==> config.mk <==
export PLATFORM = sky130hd
export DESIGN_NAME = ahb2apb_multi_bridge_flat
export DESIGN_NICKNAME = d
export VERILOG_FILES = /design/src/rtl/ahb2apb_multi_bridge_if.sv /design/src/rtl/ahb2apb_multi_bridge.sv /design/src/flat_wrapper.sv
export SDC_FILE = /design/constraint.sdc
export NUM_CORES = 1
export LEC_CHECK = 0
export ABC_AREA = 0
export BUFFER_PORTS_ARGS = -buffer_cell sky130_fd_sc_hd__buf_2
export CORE_ASPECT_RATIO = 1.2
export CORE_UTILIZATION = 42
export CTS_CLUSTER_SIZE = 24
export DETAILED_ROUTE_END_ITERATION = 8
export GPL_ROUTABILITY_DRIVEN = 0
export PLACE_DENSITY = 0.75
export SYNTH_ARGS = -nofsm -noshare
export SYNTH_HDL_FRONTEND = slang
export SYNTH_SLANG_ARGS = --single-unit
export TNS_END_PERCENT = 30
==> constraint.sdc <==
create_clock -name HCLK -period 1.45 [get_ports HCLK]
set_input_delay 0.145 -clock HCLK [delete_from_list [all_inputs] [get_ports HCLK]]
set_output_delay 0.145 -clock HCLK [all_outputs]
set_load 0.005 [all_outputs]
==> src/rtl/ahb2apb_multi_bridge_if.sv <==
// rtl/ahb2apb_multi_bridge_if.sv - AHB-Lite slave side and APB4 master side signal bundle
// The bridge takes the slave modport; the surrounding fabric/bench takes the master modport.
interface ahb2apb_multi_bridge_if #(
  parameter int HADDR_SIZE = 32,
  parameter int HDATA_SIZE = 32,
  parameter int PDATA_SIZE = 32,
  parameter int PADDR_SIZE = 16,
  parameter int NUM_SLAVES = 4
);
  logic                    HSEL;
  logic [HADDR_SIZE-1:0]   HADDR;
  logic [1:0]              HTRANS;
  logic                    HWRITE;
  logic [2:0]              HSIZE;
  logic [HDATA_SIZE-1:0]   HWDATA;
  logic                    HREADY;
  logic                    HREADYOUT;
  logic                    HRESP;
  logic [HDATA_SIZE-1:0]   HRDATA;
  logic [NUM_SLAVES-1:0]   PSEL;
  logic                    PENABLE;
  logic [PADDR_SIZE-1:0]   PADDR;
  logic                    PWRITE;
  logic [PDATA_SIZE-1:0]   PWDATA;
  logic [PDATA_SIZE/8-1:0] PSTRB;
  logic [PDATA_SIZE-1:0]   PRDATA;
  logic                    PREADY;
  logic                    PSLVERR;

  modport slave (
    input  HSEL, HADDR, HTRANS, HWRITE, HSIZE, HWDATA, HREADY, PRDATA, PREADY, PSLVERR,
    output HREADYOUT, HRESP, HRDATA, PSEL, PENABLE, PADDR, PWRITE, PWDATA, PSTRB
  );

  modport master (
    output HSEL, HADDR, HTRANS, HWRITE, HSIZE, HWDATA, HREADY, PRDATA, PREADY, PSLVERR,
    input  HREADYOUT, HRESP, HRDATA, PSEL, PENABLE, PADDR, PWRITE, PWDATA, PSTRB
  );
endinterface

==> src/rtl/ahb2apb_multi_bridge.sv <==
// rtl/ahb2apb_multi_bridge.sv - AHB-Lite to APB4 bridge fanning one segment out to NUM_SLAVES PSEL lines
// Optional macro APB_TIMEOUT_EN: abort an ACCESS after TIMEOUT_CYCLES PREADY-low cycles with an AHB ERROR.
module ahb2apb_multi_bridge #(
  parameter int HADDR_SIZE     = 32,
  parameter int HDATA_SIZE     = 32,
  parameter int PDATA_SIZE     = 32,
  parameter int PADDR_SIZE     = 16,
  parameter int NUM_SLAVES     = 4,
  parameter int SLV_SEL_LSB    = 16,
  parameter int TIMEOUT_CYCLES = 16
) (
  input logic                   HCLK,
  input logic                   HRESETn,
  ahb2apb_multi_bridge_if.slave bus
);
  localparam int STRB_W = PDATA_SIZE / 8;
  localparam int LANE_W = $clog2(STRB_W);
  localparam int IDX_W  = (NUM_SLAVES > 1) ? $clog2(NUM_SLAVES) : 1;

  typedef enum logic [2:0] {IDLE, WDATA, SETUP, ACCESS, DONE, ERR1, ERR2} state_e;

  state_e                state_q;
  logic                  hreadyout_q, hresp_q, penable_q, pwrite_q;
  logic [HDATA_SIZE-1:0] hrdata_q;
  logic [NUM_SLAVES-1:0] psel_q;
  logic [PADDR_SIZE-1:0] paddr_q;
  logic [PDATA_SIZE-1:0] pwdata_q;
  logic [STRB_W-1:0]     pstrb_q;
  logic [IDX_W-1:0]      idx_q;
  logic [LANE_W-1:0]     lane_q;
  logic [2:0]            size_q;

  logic [IDX_W-1:0]      idx_d;
  logic [LANE_W-1:0]     lane_d;
  logic                  accept_d, bad_d;
  logic                  unused_bits;

  function automatic logic aligned_f(input logic [2:0] size, input logic [LANE_W-1:0] lane);
    logic ok;
    ok = 1'b1;
    for (int i = 0; i < LANE_W; i++)
      if (i < int'(size) && lane[i]) ok = 1'b0;
    return ok;
  endfunction

  function automatic logic [STRB_W-1:0] strb_f(input logic [2:0] size, input logic [LANE_W-1:0] lane);
    logic [STRB_W-1:0] m;
    m = '0;
    for (int i = 0; i < STRB_W; i++)
      if (i < (1 << size)) m[i] = 1'b1;
    return m << lane;
  endfunction

  assign idx_d    = bus.HADDR[SLV_SEL_LSB +: IDX_W];
  assign lane_d   = bus.HADDR[LANE_W-1:0];
  assign accept_d = bus.HSEL & bus.HREADY & bus.HTRANS[1] &
                    ((state_q == IDLE) | (state_q == DONE) | (state_q == ERR2));
  // Decode misses and illegal sizes are rejected before any PSEL is driven.
  assign bad_d    = (int'(idx_d) >= NUM_SLAVES) || (int'(bus.HSIZE) > LANE_W) ||
                    !aligned_f(bus.HSIZE, lane_d);
  assign unused_bits = ^{bus.HTRANS[0], bus.HADDR};

`ifdef APB_TIMEOUT_EN
  localparam int TMO_W = $clog2(TIMEOUT_CYCLES + 1);
  logic [TMO_W-1:0] tmo_q;
`endif

  always_ff @(posedge HCLK or negedge HRESETn) begin
    if (!HRESETn) begin
      state_q     <= IDLE;
      hreadyout_q <= 1'b1;
      hresp_q     <= 1'b0;
      hrdata_q    <= '0;
      psel_q      <= '0;
      penable_q   <= 1'b0;
      paddr_q     <= '0;
      pwrite_q    <= 1'b0;
      pwdata_q    <= '0;
      pstrb_q     <= '0;
      idx_q       <= '0;
      lane_q      <= '0;
      size_q      <= '0;
`ifdef APB_TIMEOUT_EN
      tmo_q       <= '0;
`endif
    end else begin
      case (state_q)
        IDLE, DONE, ERR2: begin
          if (accept_d) begin
            idx_q       <= idx_d;
            lane_q      <= lane_d;
            size_q      <= bus.HSIZE;
            hreadyout_q <= 1'b0;
            if (bad_d) begin
              hresp_q <= 1'b1;
              state_q <= ERR1;
            end else begin
              hresp_q  <= 1'b0;
              paddr_q  <= bus.HADDR[PADDR_SIZE-1:0];
              pwrite_q <= bus.HWRITE;
              if (bus.HWRITE) begin
                state_q <= WDATA;
              end else begin
                psel_q  <= NUM_SLAVES'(1) << idx_d;
                pstrb_q <= '0;
                state_q <= SETUP;
              end
            end
          end else begin
            hreadyout_q <= 1'b1;
            hresp_q     <= 1'b0;
            state_q     <= IDLE;
          end
        end
        WDATA: begin
          pwdata_q <= bus.HWDATA;
          pstrb_q  <= strb_f(size_q, lane_q);
          psel_q   <= NUM_SLAVES'(1) << idx_q;
          state_q  <= SETUP;
        end
        SETUP: begin
          penable_q <= 1'b1;
          state_q   <= ACCESS;
`ifdef APB_TIMEOUT_EN
          tmo_q     <= '0;
`endif
        end
        ACCESS: begin
          if (bus.PREADY) begin
            psel_q    <= '0;
            penable_q <= 1'b0;
            if (bus.PSLVERR) begin
              hresp_q <= 1'b1;
              state_q <= ERR1;
            end else begin
              hreadyout_q <= 1'b1;
              state_q     <= DONE;
              if (!pwrite_q) hrdata_q <= bus.PRDATA;
            end
          end
`ifdef APB_TIMEOUT_EN
          else if (tmo_q == TMO_W'(TIMEOUT_CYCLES - 1)) begin
            psel_q    <= '0;
            penable_q <= 1'b0;
            hresp_q   <= 1'b1;
            state_q   <= ERR1;
          end else begin
            tmo_q <= tmo_q + 1'b1;
          end
`endif
        end
        ERR1: begin
          hreadyout_q <= 1'b1;
          state_q     <= ERR2;
        end
        default: state_q <= IDLE;
      endcase
    end
  end

  assign bus.HREADYOUT = hreadyout_q;
  assign bus.HRESP     = hresp_q;
  assign bus.HRDATA    = hrdata_q;
  assign bus.PSEL      = psel_q;
  assign bus.PENABLE   = penable_q;
  assign bus.PADDR     = paddr_q;
  assign bus.PWRITE    = pwrite_q;
  assign bus.PWDATA    = pwdata_q;
  assign bus.PSTRB     = pstrb_q;
endmodule

==> src/flat_wrapper.sv <==
// flat-port wrapper written by rule: the top's interface ports become plain ports
module ahb2apb_multi_bridge_flat 
#(
  parameter int HADDR_SIZE     = 32,
  parameter int HDATA_SIZE     = 32,
  parameter int PDATA_SIZE     = 32,
  parameter int PADDR_SIZE     = 16,
  parameter int NUM_SLAVES     = 4,
  parameter int SLV_SEL_LSB    = 16,
  parameter int TIMEOUT_CYCLES = 16
)
  (HCLK, HRESETn, bus_HSEL, bus_HADDR, bus_HTRANS, bus_HWRITE, bus_HSIZE, bus_HWDATA, bus_HREADY, bus_PRDATA, bus_PREADY, bus_PSLVERR, bus_HREADYOUT, bus_HRESP, bus_HRDATA, bus_PSEL, bus_PENABLE, bus_PADDR, bus_PWRITE, bus_PWDATA, bus_PSTRB);
  ahb2apb_multi_bridge_if #(.HADDR_SIZE(HADDR_SIZE), .HDATA_SIZE(HDATA_SIZE), .PDATA_SIZE(PDATA_SIZE), .PADDR_SIZE(PADDR_SIZE), .NUM_SLAVES(NUM_SLAVES)) bus_i ();
  input logic HCLK;
  input logic HRESETn;
  input wire logic [$bits(bus_i.HSEL)-1:0] bus_HSEL;
  input wire logic [$bits(bus_i.HADDR)-1:0] bus_HADDR;
  input wire logic [$bits(bus_i.HTRANS)-1:0] bus_HTRANS;
  input wire logic [$bits(bus_i.HWRITE)-1:0] bus_HWRITE;
  input wire logic [$bits(bus_i.HSIZE)-1:0] bus_HSIZE;
  input wire logic [$bits(bus_i.HWDATA)-1:0] bus_HWDATA;
  input wire logic [$bits(bus_i.HREADY)-1:0] bus_HREADY;
  input wire logic [$bits(bus_i.PRDATA)-1:0] bus_PRDATA;
  input wire logic [$bits(bus_i.PREADY)-1:0] bus_PREADY;
  input wire logic [$bits(bus_i.PSLVERR)-1:0] bus_PSLVERR;
  output wire logic [$bits(bus_i.HREADYOUT)-1:0] bus_HREADYOUT;
  output wire logic [$bits(bus_i.HRESP)-1:0] bus_HRESP;
  output wire logic [$bits(bus_i.HRDATA)-1:0] bus_HRDATA;
  output wire logic [$bits(bus_i.PSEL)-1:0] bus_PSEL;
  output wire logic [$bits(bus_i.PENABLE)-1:0] bus_PENABLE;
  output wire logic [$bits(bus_i.PADDR)-1:0] bus_PADDR;
  output wire logic [$bits(bus_i.PWRITE)-1:0] bus_PWRITE;
  output wire logic [$bits(bus_i.PWDATA)-1:0] bus_PWDATA;
  output wire logic [$bits(bus_i.PSTRB)-1:0] bus_PSTRB;
  assign bus_i.HSEL = bus_HSEL;
  assign bus_i.HADDR = bus_HADDR;
  assign bus_i.HTRANS = bus_HTRANS;
  assign bus_i.HWRITE = bus_HWRITE;
  assign bus_i.HSIZE = bus_HSIZE;
  assign bus_i.HWDATA = bus_HWDATA;
  assign bus_i.HREADY = bus_HREADY;
  assign bus_i.PRDATA = bus_PRDATA;
  assign bus_i.PREADY = bus_PREADY;
  assign bus_i.PSLVERR = bus_PSLVERR;
  assign bus_HREADYOUT = bus_i.HREADYOUT;
  assign bus_HRESP = bus_i.HRESP;
  assign bus_HRDATA = bus_i.HRDATA;
  assign bus_PSEL = bus_i.PSEL;
  assign bus_PENABLE = bus_i.PENABLE;
  assign bus_PADDR = bus_i.PADDR;
  assign bus_PWRITE = bus_i.PWRITE;
  assign bus_PWDATA = bus_i.PWDATA;
  assign bus_PSTRB = bus_i.PSTRB;
  ahb2apb_multi_bridge #(.HADDR_SIZE(HADDR_SIZE), .HDATA_SIZE(HDATA_SIZE), .PDATA_SIZE(PDATA_SIZE), .PADDR_SIZE(PADDR_SIZE), .NUM_SLAVES(NUM_SLAVES), .SLV_SEL_LSB(SLV_SEL_LSB), .TIMEOUT_CYCLES(TIMEOUT_CYCLES)) u_core (.HCLK(HCLK), .HRESETn(HRESETn), .bus(bus_i));
endmodule
## Word level (Yosys, flattened, before mapping)

Cells that the tools add are included.

| operators by class | value |
|---|---|
| $lt $le $gt $ge | 7 |
| eq/ne operators | 12 |
| shift-type cells | 4 |
| muxes and demuxes | 36 |
| bitwise gates (word level) | 8 |
| reductions and logical operators | 19 |

Operators with widths:

| kind | count |
|---|---|
| $lt A3 B32 Y1 const A | 2 |
| $lt A1 B32 Y1 const A | 1 |
| $lt A2 B32 Y1 const A | 1 |
| $shl A1 B3 Y32 const A | 1 |
| $mux W4 | 7 |
| $mux W1 | 19 |
| $pmux W3 S5 | 1 |
| $pmux W4 S3 | 1 |
| $ne A2 B2 Y1 const B | 5 |
| $eq A3 B3 Y1 const B | 3 |
| $mux W3 | 3 |
| $reduce_and A3 Y1 | 3 |
| $pmux W4 S2 | 1 |
| $reduce_and A4 Y1 | 2 |
| $shl A1 B2 Y4 const A | 2 |
| $eq A3 B2 Y1 const B | 2 |
| $lt A1 B3 Y1 const A | 2 |
| $reduce_bool A2 Y1 | 3 |
| $reduce_bool A3 Y1 | 2 |
| $reduce_and A5 Y1 | 1 |
| $pmux W1 S2 | 2 |
| $reduce_and A2 Y1 | 2 |
| $shl A4 B2 Y4 | 1 |
| $and A1 B1 Y1 | 3 |
| other kinds (12) | 16 |

| word-level totals | value |
|---|---|
| flip-flop bits (word level) | 102 |
| input port bits | 108 |
| output and inout bits | 92 |
| word-level logic and storage cells | 99 |

## Longest topological paths before layout

Gate-level depths: netlist of run 1.

| logic depth | value |
|---|---|
| depth after elaboration | 9 |
| mapped depth | 6 |
| depth with buffers taken out | 5 |

## Worst setup path after synthesis of run 1

No wires, ideal clock.

| path | value |
|---|---|
| path type | register -> register |
| from | register u_core.state_q[2] |
| to | register u_core.pwdata_q[0], in the netlist u_core.bus.PWDATA[0] |
| setup time | 0.125 ns |
| arrival | 1.443 ns |
| required time | 1.325 ns |
| slack | -0.118 ns |
| stages on the path, launching flop included | 6 |
| path buffers | 2 |
| clock period less this slack | 1.568 ns |
| path through | dfrtp_1 nand2b_1 nor2_1 buf_4 buf_4 mux2_2 |

| between the ends | value |
|---|---|
| cells in the longest elaborated chain, start to end | 1 |

RTL lines:

| item | RTL line | RTL |
|---|---|---|
| start: declaration | ahb2apb_multi_bridge.sv:22 | `state_e state_q;` |
| start signal: assignment | ahb2apb_multi_bridge.sv:70 | `state_q <= IDLE;` |
| start signal: assignment | ahb2apb_multi_bridge.sv:96 | `state_q <= ERR1;` |
| start signal: assignment | ahb2apb_multi_bridge.sv:102 | `state_q <= WDATA;` |
| $eq A3 B1 Y1 | ahb2apb_multi_bridge.sv:87 | `case (state_q)` |
| end signal: assignment | ahb2apb_multi_bridge.sv:116 | `pwdata_q <= bus.HWDATA;` |
| end: declaration | ahb2apb_multi_bridge.sv:27 | `logic [PDATA_SIZE-1:0] pwdata_q;` |

Every way passes these cells.
A chain may end at the register's enable or synchronous reset.

## Final worst setup path of run 1

| path | value |
|---|---|
| from | register u_core.state_q[2] |
| to | register u_core.hrdata_q[4], in the netlist u_core.bus.HRDATA[4] |

| between the ends | value |
|---|---|
| cells in the longest elaborated chain, start to end | 2 |

RTL lines:

| item | RTL line | RTL |
|---|---|---|
| $eq A3 B2 Y1 | ahb2apb_multi_bridge.sv:87 |  |
| $reduce_and A4 Y1 (no source line) | - |  |
| end signal: assignment | ahb2apb_multi_bridge.sv:138 | `if (!pwrite_q) hrdata_q <= bus.PRDATA;` |
| end: declaration | ahb2apb_multi_bridge.sv:24 | `logic [HDATA_SIZE-1:0] hrdata_q;` |

Every way passes these cells.

==> impl_metrics.tcl, run 1 <==
set metrics [dict create \
    final_min_period_over_clock_period_pct 105.5 \
    yosys_register_bits 102 \
    area.growth.synth_to_final_pct 40.78 \
    cp-end-kind "flop" \
    post_synth_instance_area_um2 4145 \
    crit_path_cell_trace "nand2b_4, nor3_4, nand2b_4, buf_12, mux2_4" \
    post_synth_main_area_contributors "sky130_fd_sc_hd__dfrtp_1 61%, sky130_fd_sc_hd__mux2_2 16%, sky130_fd_sc_hd__mux2_4 11%, sky130_fd_sc_hd__buf_6 1.1%, sky130_fd_sc_hd__nand2_1 1.1%" \
    synth.distinct_cells 35 \
    num_vias 2960 \
    post_synth_edffs 0 \
    worst_ep_arrival_time_ns 1.74 \
    fmaxAchievable_ghz 0.6535 \
    fin_nets 578 \
    power_spent_charging_and_discharging_nets_mw 3.729 \
    grt_max_degree 53 \
    critPathLaunchType "flop" \
    synth_area_leader_cell "sky130_fd_sc_hd__dfrtp_1" \
    comb_power_share_pct 40.8 \
    clock_skew_ns 0.005739 \
    p_clk_share_pct 18.6 \
    grt_setup_unrepaired "true" \
    num_rows 39 \
    max-clock-path-buffers 2 \
    regToRegStartpoint "u_core.state_q[2]$_DFFE_PN0P_" \
    setup-tns-final_ns -1.937 \
    dp_slack_ns -0.07988 \
    cp.required_ns 1.66 \
    whs_ns 0.03890 \
    drt_wl_total_mm 9.204 \
    ctsHtreeMaxLevel 3 \
    worst_path_largest_cell_delay_ns 0.41 \
    root_buffer "sky130_fd_sc_hd__clkbuf_16" \
    synth.yosys.warnings 0 \
    numCtsBuffers 9 \
    internal-power_mw 8.789 \
    max_cap_viol_count 0 \
    timing.setup.critical_path_class "reg2reg" \
    number_of_antenna_violations_at_the_first_check_in_global_routing 0 \
    seqPwrFrac_pct 40.7 \
    worstHoldStart "bus_PRDATA[18]" \
    max-vdd-ir-drop_mv 1.040 \
    y_dimension_of_the_die_um 110.8 \
    cp_dominant_cell_by_count "sky130_fd_sc_hd__nand2b_4" \
    power.density_cell_area_nw_per_um2 2145 \
    synthesis.instances 263 \
    async_flop_share_pct 100.0 \
    seq_area_frac_synth_pct 61.61 \
    buffer_ports.inserted 184 \
    dieWidth_um 92.69 \
    critical_path.startpoint "u_core.state_q[2]$_DFFE_PN0P_" \
    detail_route.first_pass.iterations 4 \
    grt_pass1_vias 3056 \
    syn-num-nets 371 \
    post_drt_via_cell_ratio 4.950 \
    hpwlAfterDp_mm 6.711 \
    worstHoldPathType "in2reg" \
    effective_utilization_at_floorplan_pct 43.34 \
    ant_nets 0 \
    syn-mean-instance-area_um2 15.76 \
    antenna_cells 0 \
    core-area_um2 9564 \
    grtUsageTotal_pct 17.87 \
    failed_checks "setup timing" \
    final_max_slew_viol_count 0 \
    tightest_slew_ns 0.4450 \
    crit_path_max_fanout 16 \
    synth_ff_type "sky130_fd_sc_hd__dfrtp_1" \
    route.detailed.wl_per_inst_um 15.39 \
    grt_first_pass_wirelength_mm 14.41 \
    cts.clk_slew.worst_paths_ns 0.07 \
    route.detailed.drc 0 \
    power.static_leakage_nw 3.034 \
    tritoncts "done" \
    placed_cell_count 577 \
    sw_frac_of_total_pct 29.79 \
    outcome "finished with violations" \
    post-route-worst-setup-slack_ns -0.08022 \
    yosys.area.top_type_share_pct 60.97 \
    slew_headroom_pct 69.57 \
    timing.final.setup_violations 37 \
    power_mw 12.52 \
    critical_path.n_buffers_inverters 1 \
    boundaryPins 200 \
    worst_path_dominant_cell_family "simple AND/OR/NAND/NOR gates" \
    timing_hold_violations_final 0 \
    clk-insertion-delay-late_ns 0.33 \
    design.die.area_um2 10270 \
    cpMaxStageDelayCell "sky130_fd_sc_hd__dfrtp_1" \
    fill_cells 777 \
    detail_route.iter0.violations 59 \
    min_period_ns 1.530 \
    tritoncts_num_sinks 102 \
    final_cells 598 \
    post_route_cells_drive_above_1_share_pct 68.42 \
    gr_ovfl_total 0 \
]
-- cell usage after synthesis, types with 2 or more instances --
cell	number
sky130_fd_sc_hd__dfrtp_1	101
sky130_fd_sc_hd__nand2b_1	2
sky130_fd_sc_hd__mux2_4	30
sky130_fd_sc_hd__a32o_1	4
sky130_fd_sc_hd__nor2_1	10
sky130_fd_sc_hd__and3_1	2
sky130_fd_sc_hd__buf_6	4
sky130_fd_sc_hd__a2111oi_0	2
sky130_fd_sc_hd__mux2_2	58
sky130_fd_sc_hd__nand2_1	12
sky130_fd_sc_hd__buf_4	4
sky130_fd_sc_hd__a22o_1	3
sky130_fd_sc_hd__o21ai_0	5
sky130_fd_sc_hd__a21oi_1	5
-- logic make-up after synthesis --
logic type,synth area share (%)
DFF,61.61
muxes,26.86
buffers and inverters,2.022
and+or+nand+nor,4.618
AOI/OAI and AO/OA,4.890
-- path summary, 6_finish.rpt --
| check | to | slack (ns) | cells past startpoint |
|---|---|---|---|
| hold reg to reg | u_core.bus.PENABLE$_DFFE_PN0P_ | 0.48 | 2 |
| min in group asynchronous | u_core.bus.HRDATA[2]$_DFFE_PN0P_ | 0.38 | 3 |
| max in group asynchronous | u_core.bus.HREADYOUT$_DFFE_PN1P_ | 0.78 | 3 |
| setup / recovery | u_core.bus.HRDATA[4]$_DFFE_PN0P_ | -0.08 | 5 |
| hold / removal | u_core.bus.HRDATA[18]$_DFFE_PN0P_ | 0.04 | 2 |
| setup reg to reg | u_core.bus.HRDATA[4]$_DFFE_PN0P_ | -0.08 | 5 |
-- state kept, by name, indices dropped and copies added, names as in the netlist --
register,cells
u_core.bus.PSEL,4
u_core.lane_q,2
u_core.bus.PWRITE,1
u_core.state_q,3
u_core.bus.HRESP,1
u_core.bus.HREADYOUT,1
u_core.size_q,3
u_core.bus.PADDR,16
u_core.bus.HRDATA,32
u_core.bus.PENABLE,1
u_core.bus.PWDATA,32
u_core.idx_q,2
u_core.bus.PSTRB,4
-- area by class of cell --
class,count,area (µm²),share of cell area (%)
sequential,102,2556,43.80
multi-input combinational,151,1659,28.43
timing repair buffer,205,1171,20.07
clock buffer,10,229.0,3.924
tap,123,153.9,2.637
clock inverter,6,62.56,1.072
inverter,1,3.754,0.06432
-- cell usage in the layout (no fill, tap or decap), drive strengths merged --
cell type / instances
a2111oi: 2
a211oi: 1
a21boi: 1
a21oi: 5
a22o: 3
a32o: 4
and2b: 1
and3: 2
buf: 203
bufinv: 1
clkbuf: 11
clkinv: 5
dfrtp: 101
dfstp: 1
dlygate4sd3: 1
inv: 1
mux2: 88
mux2i: 1
nand2: 12
nand2b: 3
nand3: 2
nor2: 11
nor2b: 1
nor3: 2
nor3b: 1
o211ai: 1
o21ai: 6
o21bai: 1
o221ai: 1
o2bb2ai: 1
o41ai: 1
-- metrics by stage --
stage                     instance area [µm²]  utilization, %
final                                    5836           61.02
after global routing                     5836           61.02
after CTS                                5757           60.19
after detailed placement                 5383           56.28
after global placement                   5383           56.28
after floorplan                          4207               -
-- what timing repair did --
item,4_1_cts,5_1_grt
pin swaps,2,0
setup endpoints to repair,64,88
gates resized for setup,16,11
buffers inserted,2,0
cloned,0,2
hold buffers,1,0
endpoints found under the hold margin,101,0
-- layer usage --
layer	vias up	part of all wire (%)	GRT usage [%]
met4	0	1.4	5.949
met2	113	53	31.31
met3	13	6.7	4.938
met5	-	0	0
met1	1477	39	20.91
li1	1357	-	-
-- power by group through the flow --
stage	combinational [mW]	sequential, mW	clock (mW)
6_report	5.10	5.09	2.32
5_1_grt	5.52	5.28	2.49
4_1_cts	5.00	5.10	2.38
3_5_place_dp	4.81	5.14	0
3_3_place_gp	4.65	5.04	0
2_1_floorplan	2.61	5.18	0
Power figures use the tool's default switching activity.
==> inputs of run 2 (changes only) <==
Settings changed: RECOVER_POWER set to 50.
==> impl_metrics.tcl, run 2 (same netlist as run 1, synthesis figures left out) <==
set metrics [dict create \
    max_cap_viol_count 0 \
    max-clock-path-buffers 2 \
    ant_nets 0 \
    antenna_cells 0 \
    max-vdd-ir-drop_mv 1.038 \
    fin_nets 578 \
    slew_headroom_pct 53.92 \
    root_buffer "sky130_fd_sc_hd__clkbuf_16" \
    stdcell_area_um2 5807 \
    worst_ep_arrival_time_ns 1.74 \
    buffer_ports.inserted 184 \
    effective_utilization_at_floorplan_pct 43.34 \
    grtUsageTotal_pct 17.87 \
    post_route_cells_drive_above_1_share_pct 68.21 \
    timing.setup.critical_path_class "reg2reg" \
    tritoncts "done" \
    clock_skew_ns 0.005721 \
    clk-insertion-delay-late_ns 0.33 \
    ctsHtreeMaxLevel 3 \
    min_period_ns 1.531 \
    area.growth.synth_to_final_pct 40.08 \
    route.detailed.wl_per_inst_um 15.44 \
    met1_usage_pct 20.91 \
    grt_pass1_vias 3056 \
    critical_path.startpoint "u_core.state_q[2]$_DFFE_PN0P_" \
    timing.reg2reg.setup_slack_ns -0.08 \
    power.static_leakage_nw 3.021 \
    final_min_period_over_clock_period_pct 105.6 \
    timing.final.setup_violations 38 \
    hpwlAfterDp_mm 6.711 \
    timing_hold_violations_final 0 \
    route.detailed.drc 0 \
    post_drt_via_cell_ratio 4.925 \
    placedInstanceArea_um2 5383 \
    worstHoldStart "bus_PRDATA[18]" \
    power_mw 12.51 \
    failed_checks "setup timing" \
    numCtsBuffers 9 \
    tightest_slew_ns 0.6912 \
    number_of_antenna_violations_at_the_first_check_in_global_routing 0 \
    dieWidth_um 92.69 \
    crit_path_max_fanout 16 \
    outcome "finished with violations" \
    fill_cells 783 \
    worstHoldPathType "in2reg" \
    post-route-worst-setup-slack_ns -0.08143 \
    layout_commonest_cell "sky130_fd_sc_hd__buf_2" \
    worst_path_largest_cell_delay_ns 0.41 \
    crit_path_cell_trace "nand2b_4, nor3_4, nand2b_4, buf_12, mux2_4" \
    detail_route.first_pass.iterations 4 \
    tritoncts_num_sinks 102 \
    grt_max_degree 53 \
    grt_use_met2_pct 31.31 \
    dp_slack_ns -0.07988 \
    num_rows 39 \
    cts.clk_slew.worst_paths_ns 0.07 \
    placed_cell_count 577 \
    final_cells 598 \
    cpMaxStageDelayCell "sky130_fd_sc_hd__dfrtp_1" \
    total_area_of_multi_input_combinational_cells_um2 1659 \
    global_route.peak_usage_layer "met2" \
    power.density_cell_area_nw_per_um2 2154 \
    grt_setup_unrepaired "true" \
    fmaxAchievable_ghz 0.6530 \
    design.die.area_um2 10270 \
    drt_wl_total_mm 9.234 \
    worst_path_dominant_cell_family "simple AND/OR/NAND/NOR gates" \
    leading_cell_types_in_the_layout_fill_and_taps_excluded "183 x sky130_fd_sc_hd__buf_2, 99 x sky130_fd_sc_hd__dfrtp_1, 58 x sky130_fd_sc_hd__mux2_4" \
    final_max_slew_viol_count 0 \
    cp-end-kind "flop" \
    gr_ovfl_total 0 \
    core-area_um2 9564 \
    detail_route.iter0.violations 56 \
    grt_first_pass_wirelength_mm 14.41 \
    cp.required_ns 1.66 \
    critPathLaunchType "flop" \
    regToRegStartpoint "u_core.state_q[2]$_DFFE_PN0P_" \
    globalRouteMet3Util_pct 4.938 \
    ff_latch_area_um2 2556 \
    cp_dominant_cell_by_count "sky130_fd_sc_hd__nand2b_4" \
    critical_path.n_buffers_inverters 1 \
    num_vias 2945 \
    boundaryPins 200 \
    y_dimension_of_the_die_um 110.8 \
]
run 2: cell types whose count changed in the layout (fill, tap and decap cells not counted), sizes merged:
cell / previous run / this run
buf: 203 / 200
clkbuf: 11 / 14
run 2: final cells by class:
| cell class | count | area share (%) |
|---|---|---|
| clock buffers | 10 | 3.943 |
| clock inverters | 6 | 1.077 |
| inverters | 1 | 0.06464 |
| multi-input cells | 151 | 28.57 |
| flip-flops and latches | 102 | 44.02 |
| well taps | 123 | 2.650 |
| repair buffers | 205 | 19.67 |
run 2: path summary, 6_finish.rpt:
| kind | to | cells after the start |
|---|---|---|
| worst max-delay path | u_core.bus.HRDATA[4]$_DFFE_PN0P_ | 5 |
| worst min-delay path | u_core.bus.HRDATA[18]$_DFFE_PN0P_ | 2 |
| worst max register to register | u_core.bus.HRDATA[4]$_DFFE_PN0P_ | 5 |
| worst min register to register | u_core.bus.PENABLE$_DFFE_PN0P_ | 2 |
| max in group asynchronous | u_core.state_q[0]$_DFFE_PN0P_ | 3 |
| min in group asynchronous | u_core.bus.HRDATA[30]$_DFFE_PN0P_ | 3 |
run 2: power breakdown:
| part | internal (mW) | switching [mW] | total, mW |
|---|---|---|---|
| Combinational | 3.17 | 1.92 | 5.09 |
| Clock | 1.33 | 0.991 | 2.33 |
| Sequential | 4.27 | 0.822 | 5.09 |
run 2: per-layer routing:
layer	up-vias	routed length, µm	share of wire, %
li1	1357	-	-
met1	1463	3530	38
met2	112	4960	54
met3	13	616	6.7
met4	0	126	1.4
met5	-	0	0
run 2: repair_timing:
action,in CTS,in global routing
pin swaps,2,0
hold buffers,1,0
hold endpoints to repair,101,0
setup endpoints to repair,64,88
setup buffers,2,0
gates cloned,0,2
gates resized for setup,16,11
run 2: worst register-to-register path, stage by stage, from the launching register on:
cell	delay, ns
sky130_fd_sc_hd__dfrtp_1	0.41
sky130_fd_sc_hd__nand2b_4	0.20
sky130_fd_sc_hd__nor3_4	0.19
sky130_fd_sc_hd__nand2b_4	0.12
sky130_fd_sc_hd__buf_12	0.18
sky130_fd_sc_hd__mux2_4	0.32
run 2: per-stage QoR:
step           TNS [ns]  utilization, %  hold slack (ns)
2_1_floorplan    -1.168               -          -0.1506
3_5_place_dp     -2.556           56.28           0.1638
3_3_place_gp     -1.133           56.28           0.1705
4_1_cts         -0.9971           60.19          0.02623
5_1_grt          -5.779           60.71          0.02328
6_report         -1.975           60.71          0.03820
